File: src/rtl/tcp_vlg_ack_rx.sv
// Remote-ack processor: tracks cumulative ack/window, counts duplicate acks for fast retransmit
// and runs the retransmission timer. Define TCP_VLG_RTO_BACKOFF_EN for exponential RTO backoff.
module tcp_vlg_ack_rx #(
   parameter int RTO_TICKS = 2500,
   parameter int DUP_ACKS  = 3,
   parameter int VERBOSE   = 0
) (
   input  logic                          clk_i,
   input  logic                          rst_i,
   input  logic                          connected_i,
   input  logic                          init_i,
   input  logic [31:0]                   init_ack_i,
   input  logic [15:0]                   init_wnd_i,
   input  logic [31:0]                   loc_seq_i,
   input  logic                          rx_val_i,
   input  logic                          rx_ack_flag_i,
   input  logic [31:0]                   rx_ack_i,
   input  logic [15:0]                   rx_pld_len_i,
   input  logic [15:0]                   rx_wnd_i,
   output logic [31:0]                   rem_ack_o,
   output logic [15:0]                   rem_wnd_o,
   output logic                          acked_upd_o,
   output logic [$clog2(DUP_ACKS+1)-1:0] dup_cnt_o,
   output logic                          fast_rtx_o,
   output logic                          rto_o,
   input  logic                          rtx_done_i
);
   localparam int DW = $clog2(DUP_ACKS + 1);
`ifdef TCP_VLG_RTO_BACKOFF_EN
   localparam int TW = $clog2(8 * RTO_TICKS + 1);
`else
   localparam int TW = $clog2(RTO_TICKS + 1);
`endif
   localparam logic [DW-1:0] DUP_MAX  = DW'(DUP_ACKS);
   localparam logic [TW-1:0] RTO_BASE = TW'(RTO_TICKS);

   logic [31:0]   rem_ack_q, rem_ack_d;
   logic [15:0]   rem_wnd_q, rem_wnd_d;
   logic          acked_upd_q, acked_upd_d;
   logic [DW-1:0] dup_cnt_q, dup_cnt_d;
   logic          fast_rtx_q, fast_rtx_d;
   logic          rto_q, rto_d;
   logic [TW-1:0] timer_q, timer_d, limit_s;
   logic [31:0]   d_s, o_s;
   logic          eval_s, new_ack_s, dup_s, wnd_upd_s;
`ifdef TCP_VLG_RTO_BACKOFF_EN
   logic [1:0]    bo_q, bo_d;
`endif

   // VERBOSE only controls simulation displays; nothing in the datapath depends on it.
   if (VERBOSE != 0) begin : g_verbose
   end

   // Sequence-space distances are modulo 2^32, so plain wrapping subtraction is exact.
   assign d_s       = rx_ack_i - rem_ack_q;
   assign o_s       = loc_seq_i - rem_ack_q;
   assign eval_s    = rx_val_i && rx_ack_flag_i && connected_i;
   assign new_ack_s = eval_s && (d_s != 32'd0) && (d_s <= o_s);
   assign dup_s     = eval_s && (d_s == 32'd0) && (rx_pld_len_i == 16'd0) &&
                      (o_s != 32'd0) && (rx_wnd_i == rem_wnd_q);
   assign wnd_upd_s = eval_s && (d_s == 32'd0) && !dup_s;
`ifdef TCP_VLG_RTO_BACKOFF_EN
   assign limit_s   = RTO_BASE << bo_q;
`else
   assign limit_s   = RTO_BASE;
`endif

   // Next-state: init > disconnect > new ack > rtx_done > dup/timer events.
   always_comb begin
      rem_ack_d   = rem_ack_q;
      rem_wnd_d   = rem_wnd_q;
      acked_upd_d = 1'b0;
      dup_cnt_d   = dup_cnt_q;
      fast_rtx_d  = fast_rtx_q;
      rto_d       = rto_q;
      timer_d     = timer_q;
`ifdef TCP_VLG_RTO_BACKOFF_EN
      bo_d        = bo_q;
`endif
      if (init_i) begin
         rem_ack_d  = init_ack_i;
         rem_wnd_d  = init_wnd_i;
         dup_cnt_d  = '0;
         fast_rtx_d = 1'b0;
         rto_d      = 1'b0;
         timer_d    = '0;
`ifdef TCP_VLG_RTO_BACKOFF_EN
         bo_d       = 2'd0;
`endif
      end else if (!connected_i) begin
         dup_cnt_d  = '0;
         fast_rtx_d = 1'b0;
         rto_d      = 1'b0;
         timer_d    = '0;
      end else if (new_ack_s) begin
         rem_ack_d   = rx_ack_i;
         rem_wnd_d   = rx_wnd_i;
         acked_upd_d = 1'b1;
         dup_cnt_d   = '0;
         fast_rtx_d  = 1'b0;
         rto_d       = 1'b0;
         timer_d     = '0;
`ifdef TCP_VLG_RTO_BACKOFF_EN
         bo_d        = 2'd0;
`endif
      end else begin
         if (wnd_upd_s) begin
            rem_wnd_d = rx_wnd_i;
         end else begin
            rem_wnd_d = rem_wnd_q;
         end
         if (rtx_done_i) begin
            fast_rtx_d = 1'b0;
            rto_d      = 1'b0;
            timer_d    = '0;
         end else begin
            // Saturated counter means this episode already requested its fast retransmit.
            if (dup_s && (dup_cnt_q != DUP_MAX)) begin
               dup_cnt_d  = dup_cnt_q + DW'(1);
               fast_rtx_d = (dup_cnt_q == (DUP_MAX - DW'(1))) ? 1'b1 : fast_rtx_q;
            end else begin
               dup_cnt_d  = dup_cnt_q;
            end
            if ((o_s != 32'd0) && !rto_q) begin
               if (timer_q == (limit_s - TW'(1))) begin
                  rto_d   = 1'b1;
                  timer_d = '0;
`ifdef TCP_VLG_RTO_BACKOFF_EN
                  bo_d    = (bo_q == 2'd3) ? 2'd3 : (bo_q + 2'd1);
`endif
               end else begin
                  timer_d = timer_q + TW'(1);
               end
            end else begin
               timer_d = '0;
            end
         end
      end
   end

   // State registers with synchronous active-low reset.
   always_ff @(posedge clk_i) begin
      if (!rst_i) begin
         rem_ack_q   <= 32'd0;
         rem_wnd_q   <= 16'd0;
         acked_upd_q <= 1'b0;
         dup_cnt_q   <= '0;
         fast_rtx_q  <= 1'b0;
         rto_q       <= 1'b0;
         timer_q     <= '0;
`ifdef TCP_VLG_RTO_BACKOFF_EN
         bo_q        <= 2'd0;
`endif
      end else begin
         rem_ack_q   <= rem_ack_d;
         rem_wnd_q   <= rem_wnd_d;
         acked_upd_q <= acked_upd_d;
         dup_cnt_q   <= dup_cnt_d;
         fast_rtx_q  <= fast_rtx_d;
         rto_q       <= rto_d;
         timer_q     <= timer_d;
`ifdef TCP_VLG_RTO_BACKOFF_EN
         bo_q        <= bo_d;
`endif
      end
   end

   assign rem_ack_o   = rem_ack_q;
   assign rem_wnd_o   = rem_wnd_q;
   assign acked_upd_o = acked_upd_q;
   assign dup_cnt_o   = dup_cnt_q;
   assign fast_rtx_o  = fast_rtx_q;
   assign rto_o       = rto_q;

endmodule
File: config.mk
export PLATFORM = sky130hd
export DESIGN_NAME = tcp_vlg_ack_rx
export DESIGN_NICKNAME = d
export VERILOG_FILES = /design/src/rtl/tcp_vlg_ack_rx.sv
export SDC_FILE = /design/constraint.sdc
export NUM_CORES = 1
export LEC_CHECK = 0
export BUFFER_PORTS_ARGS = -buffer_cell sky130_fd_sc_hd__buf_4
export CAP_MARGIN = 25
export CORE_MARGIN = 4
export CORE_UTILIZATION = 52
export CTS_CLUSTER_SIZE = 16
export DETAILED_ROUTE_END_ITERATION = 10
export GPL_TIMING_DRIVEN = 0
export PLACE_DENSITY_LB_ADDON = 0.25
export SLEW_MARGIN = 5
export SYNTH_ARGS = -nofsm -noshare
export SYNTH_HDL_FRONTEND = slang
export SYNTH_SLANG_ARGS = --single-unit
File: constraint.sdc
create_clock -name clk_i -period 9.6 [get_ports clk_i]
set_input_delay 1.92 -clock clk_i [delete_from_list [all_inputs] [get_ports clk_i]]
set_output_delay 1.92 -clock clk_i [all_outputs]
set_load 0.005 [all_outputs]
==> flow_summary.ini <==
[sta]
tightest_slew_ns = 0.849
finalSetupViolCount = 0
fin_setup_tns_ns = 0
drv_slew = 0
finalCritPeriodShare = 0.743
rsz0062_at_grt = false
finalHoldWorstSlack_ns = 0.457
fmax_ghz = 0.140
finClkSkew_ns = 0.00989
hold_viol_final = 0
post-route-min-period_ns = 7.13
relSlewSlack = 0.434

[run_status]
outcome = finished clean

[cts]
cts_sinks = 65
tritoncts = done
clk_pin_slew_ns = 0.06
postCtsSetupBuffers = 0
holdBufCountCts = 0
numCtsBuffers = 9
clock_latency_ns = 0.34
cts_resized = 0
clock-root-buffer = clkbuf_16
htreeDepth = 3
cts_buffer_depth = 2

[critical_path]
r2r_slack_ns = 3.80
path_cells = buf_4, inv_1, ha_1, fa_1, nand2b_1, a21oi_1, o21ai_0, o21ai_1, a41oi_1, o21a_1, xor2_1, ha_1, a21oi_1, nor2b_1, o21ai_0, a21boi_0, o21ai_0, nand2_1, o22ai_1, o21a_1, buf_6, clkbuf_1, mux2i_1, a21oi_1
crit_required_ns = 9.81
r2r_end = rem_ack_o[20]$_SDFFE_PN0P_
slowest_stage = clkbuf_1
r2r_start = rem_ack_o[0]$_SDFFE_PN0P_
path_max_fanout = 10
critPathBufInv = 4
crit_path_max_incr_delay_ns = 0.65
path_delay_family = compound AO/OA/AOI/OAI gates
arrival_ns = 7.34
r2r_cells = 22
setup.worst_path.class = input pin to flop
worstSetupStartpointType = input pin
end_kind = flop

[yosys]
yosys_warnings = 0
netlist_area_mm2 = 0.00788
yosys.area.top_type = dfxtp_1
syn_inst = 1060
synth_ff_type = dfxtp_1
synth_edf_count = 0
async_reset_ff_frac = 0
synth.distinct_cells = 72
syn_nets = 1309
synth_area_leaders = dfxtp_1 (17%), ha_1 (15%), a21oi_1 (7.3%), mux2i_1 (6.2%), o21ai_0 (5.1%)
ys_seq_elements = 65
synth.avg_cell_area_um2 = 7.44
synth_top_area_frac = 0.165
synth-seq-area-share = 0.165

[placed_design]
dp_cells = 1446
place.gp.congestion = 0.948
dp_hpwl_um = 21300
port-buffer-count = 202

[final_layout]
final_common_cell = buf_4
instances_no_fill = 1460
fin_nets = 1522
final_cell_mix = buf_4 (202), a21oi_1 (115), nand2_1 (96), ha_1 (96), o21ai_0 (81)
n_antenna_cell = 0
drive_above_1_share = 0.194
fillers = 1327
syn_to_final_growth_pct = 25.3

[global_routing]
top_usage_layer = met2
grt_max_degree = 11
grt_antenna_before_repair = 0
grt_util_met1 = 0.361
grt.total_usage = 0.286
grt-ovfl-total = 0
grtUsageMet2 = 0.492
grt_pass1_wl_um = 41100
grt_pass1_vias = 8424
grt_util_met3 = 0.0593

[floorplan]
core-area_mm2 = 0.0147
die_h_um = 131
die_x_um = 131
die-area_mm2 = 0.0172
start_util = 0.536
io_pins = 204
num_rows = 44

[detailed_routing]
ant_nets = 0
drc_errors = 0
dr.first_iter.drc_count = 606
dr.pass1.iters = 5
via_per_inst = 6.01
drt-total-wl_um = 25700
vias = 8773
wl_per_cell_um = 17.6

[power]
leakagePower_nw = 4.25
p_per_area_mw_per_mm2 = 141
ir_worst_vdd_uv = 86.6

[hold_path]
hold_end = timer_q[0]$_SDFF_PP0_
hold_path_startpoint = timer_q[0]$_SDFF_PP0_
holdCritPathClass = flop to flop
hold_depth = 1

[flow_run]
drv_cap = 0
==> area by class of cell <==
| cell class | instances | area (um^2) | area share |
|---|---|---|---|
| inverters | 67 | 251 | 0.0255 |
| flip-flops and latches | 65 | 1300 | 0.132 |
| clock inverters | 4 | 22.5 | 0.00228 |
| multi-input cells | 884 | 6150 | 0.622 |
| clock buffers | 10 | 229 | 0.0232 |
| plain buffers | 44 | 183 | 0.0185 |
| well taps | 184 | 230 | 0.0233 |
| repair buffers | 202 | 1520 | 0.153 |
==> where the power goes <==
| part | internal [mW] | leakage [nW] | switching, mW | total, mW |
|---|---|---|---|---|
| combinational | 0.341 | 3.59 | 0.442 | 0.783 |
| clock | 0.171 | 0.124 | 0.129 | 0.300 |
| sequential | 0.291 | 0.536 | 0.0187 | 0.310 |
| total | 0.803 | 4.25 | 0.590 | 1.39 |
==> synth_stat cells, drive strengths merged (17+ instances only) <==
master / n
o21a: 19
a21oi: 115
or3: 17
dfxtp: 65
o21ai: 92
xnor2: 34
inv: 67
xor2: 33
nand2: 96
ha: 96
o211ai: 25
mux2i: 49
nor2: 53
nor3: 23
nand3: 20
clkbuf: 40
or2: 21
nand4: 30
==> cells by family after synthesis <==
logic type	share of synthesized area
buffers and inverters	0.0551
AO/OA/AOI/OAI	0.276
adder cells (fa/ha/maj)	0.157
flip-flops	0.165
AND/OR/NAND/NOR	0.210
XOR/XNOR	0.0744
multiplexers	0.0622
==> worst max-delay path by stage <==
stage / from / endpoint / slack, ns / cells past startpoint
after CTS: loc_seq_i[0] / rem_ack_o[20]$_SDFFE_PN0P_ / 2.58 / 22
after global routing: loc_seq_i[0] / rem_ack_o[20]$_SDFFE_PN0P_ / 2.19 / 22
after global placement: loc_seq_i[0] / rem_ack_o[14]$_SDFFE_PN0P_ / 2.33 / 22
final: loc_seq_i[0] / rem_ack_o[20]$_SDFFE_PN0P_ / 2.47 / 24
after floorplan: loc_seq_i[13] / rem_ack_o[0]$_SDFFE_PN0P_ / 3.43 / 23
after detailed placement: loc_seq_i[0] / rem_ack_o[14]$_SDFFE_PN0P_ / 2.24 / 22
==> flip-flops by register name, indices dropped and copies added, names as in the netlist <==
register	flops
timer_q	12
rem_ack_o	32
acked_upd_o	1
fast_rtx_o	1
rto_o	1
dup_cnt_o	2
rem_wnd_o	16
==> through the flow <==
step | worst slack [ns] | util | total power, mW | area (um^2)
3_3_place_gp | 2.33 | 0.655 | 1.07 | 9630
5_1_grt | 2.19 | 0.672 | 1.49 | 9880
4_1_cts | 2.58 | 0.672 | 1.38 | 9880
6_report | 2.47 | 0.672 | 1.39 | 9880
2_1_floorplan | 3.43 | - | 0.845 | 7880
3_5_place_dp | 2.24 | 0.655 | 1.08 | 9630
==> worst register-to-register path: stages, from the launching register on <==
cell      delay, ns
dfxtp_1        0.36
ha_1           0.23
fa_1           0.41
nand2b_1       0.18
a21oi_1        0.20
o21ai_0        0.28
o21ai_1        0.59
a41oi_1        0.27
o21a_1         0.24
xor2_1         0.22
ha_1           0.29
a21oi_1        0.16
nor2b_1        0.06
o21ai_0        0.17
a21boi_0       0.11
o21ai_0        0.28
nand2_1        0.12
o22ai_1        0.14
o21a_1         0.16
buf_6          0.16
clkbuf_1       0.66
mux2i_1        0.30
a21oi_1        0.09
==> routing by layer <==
metal	routed length, um	part of all wire
met1	10800	0.42
met2	12100	0.47
met3	2190	0.085
met4	596	0.023
met5	0	0
No activity file was read; power rests on OpenSTA's default activity.
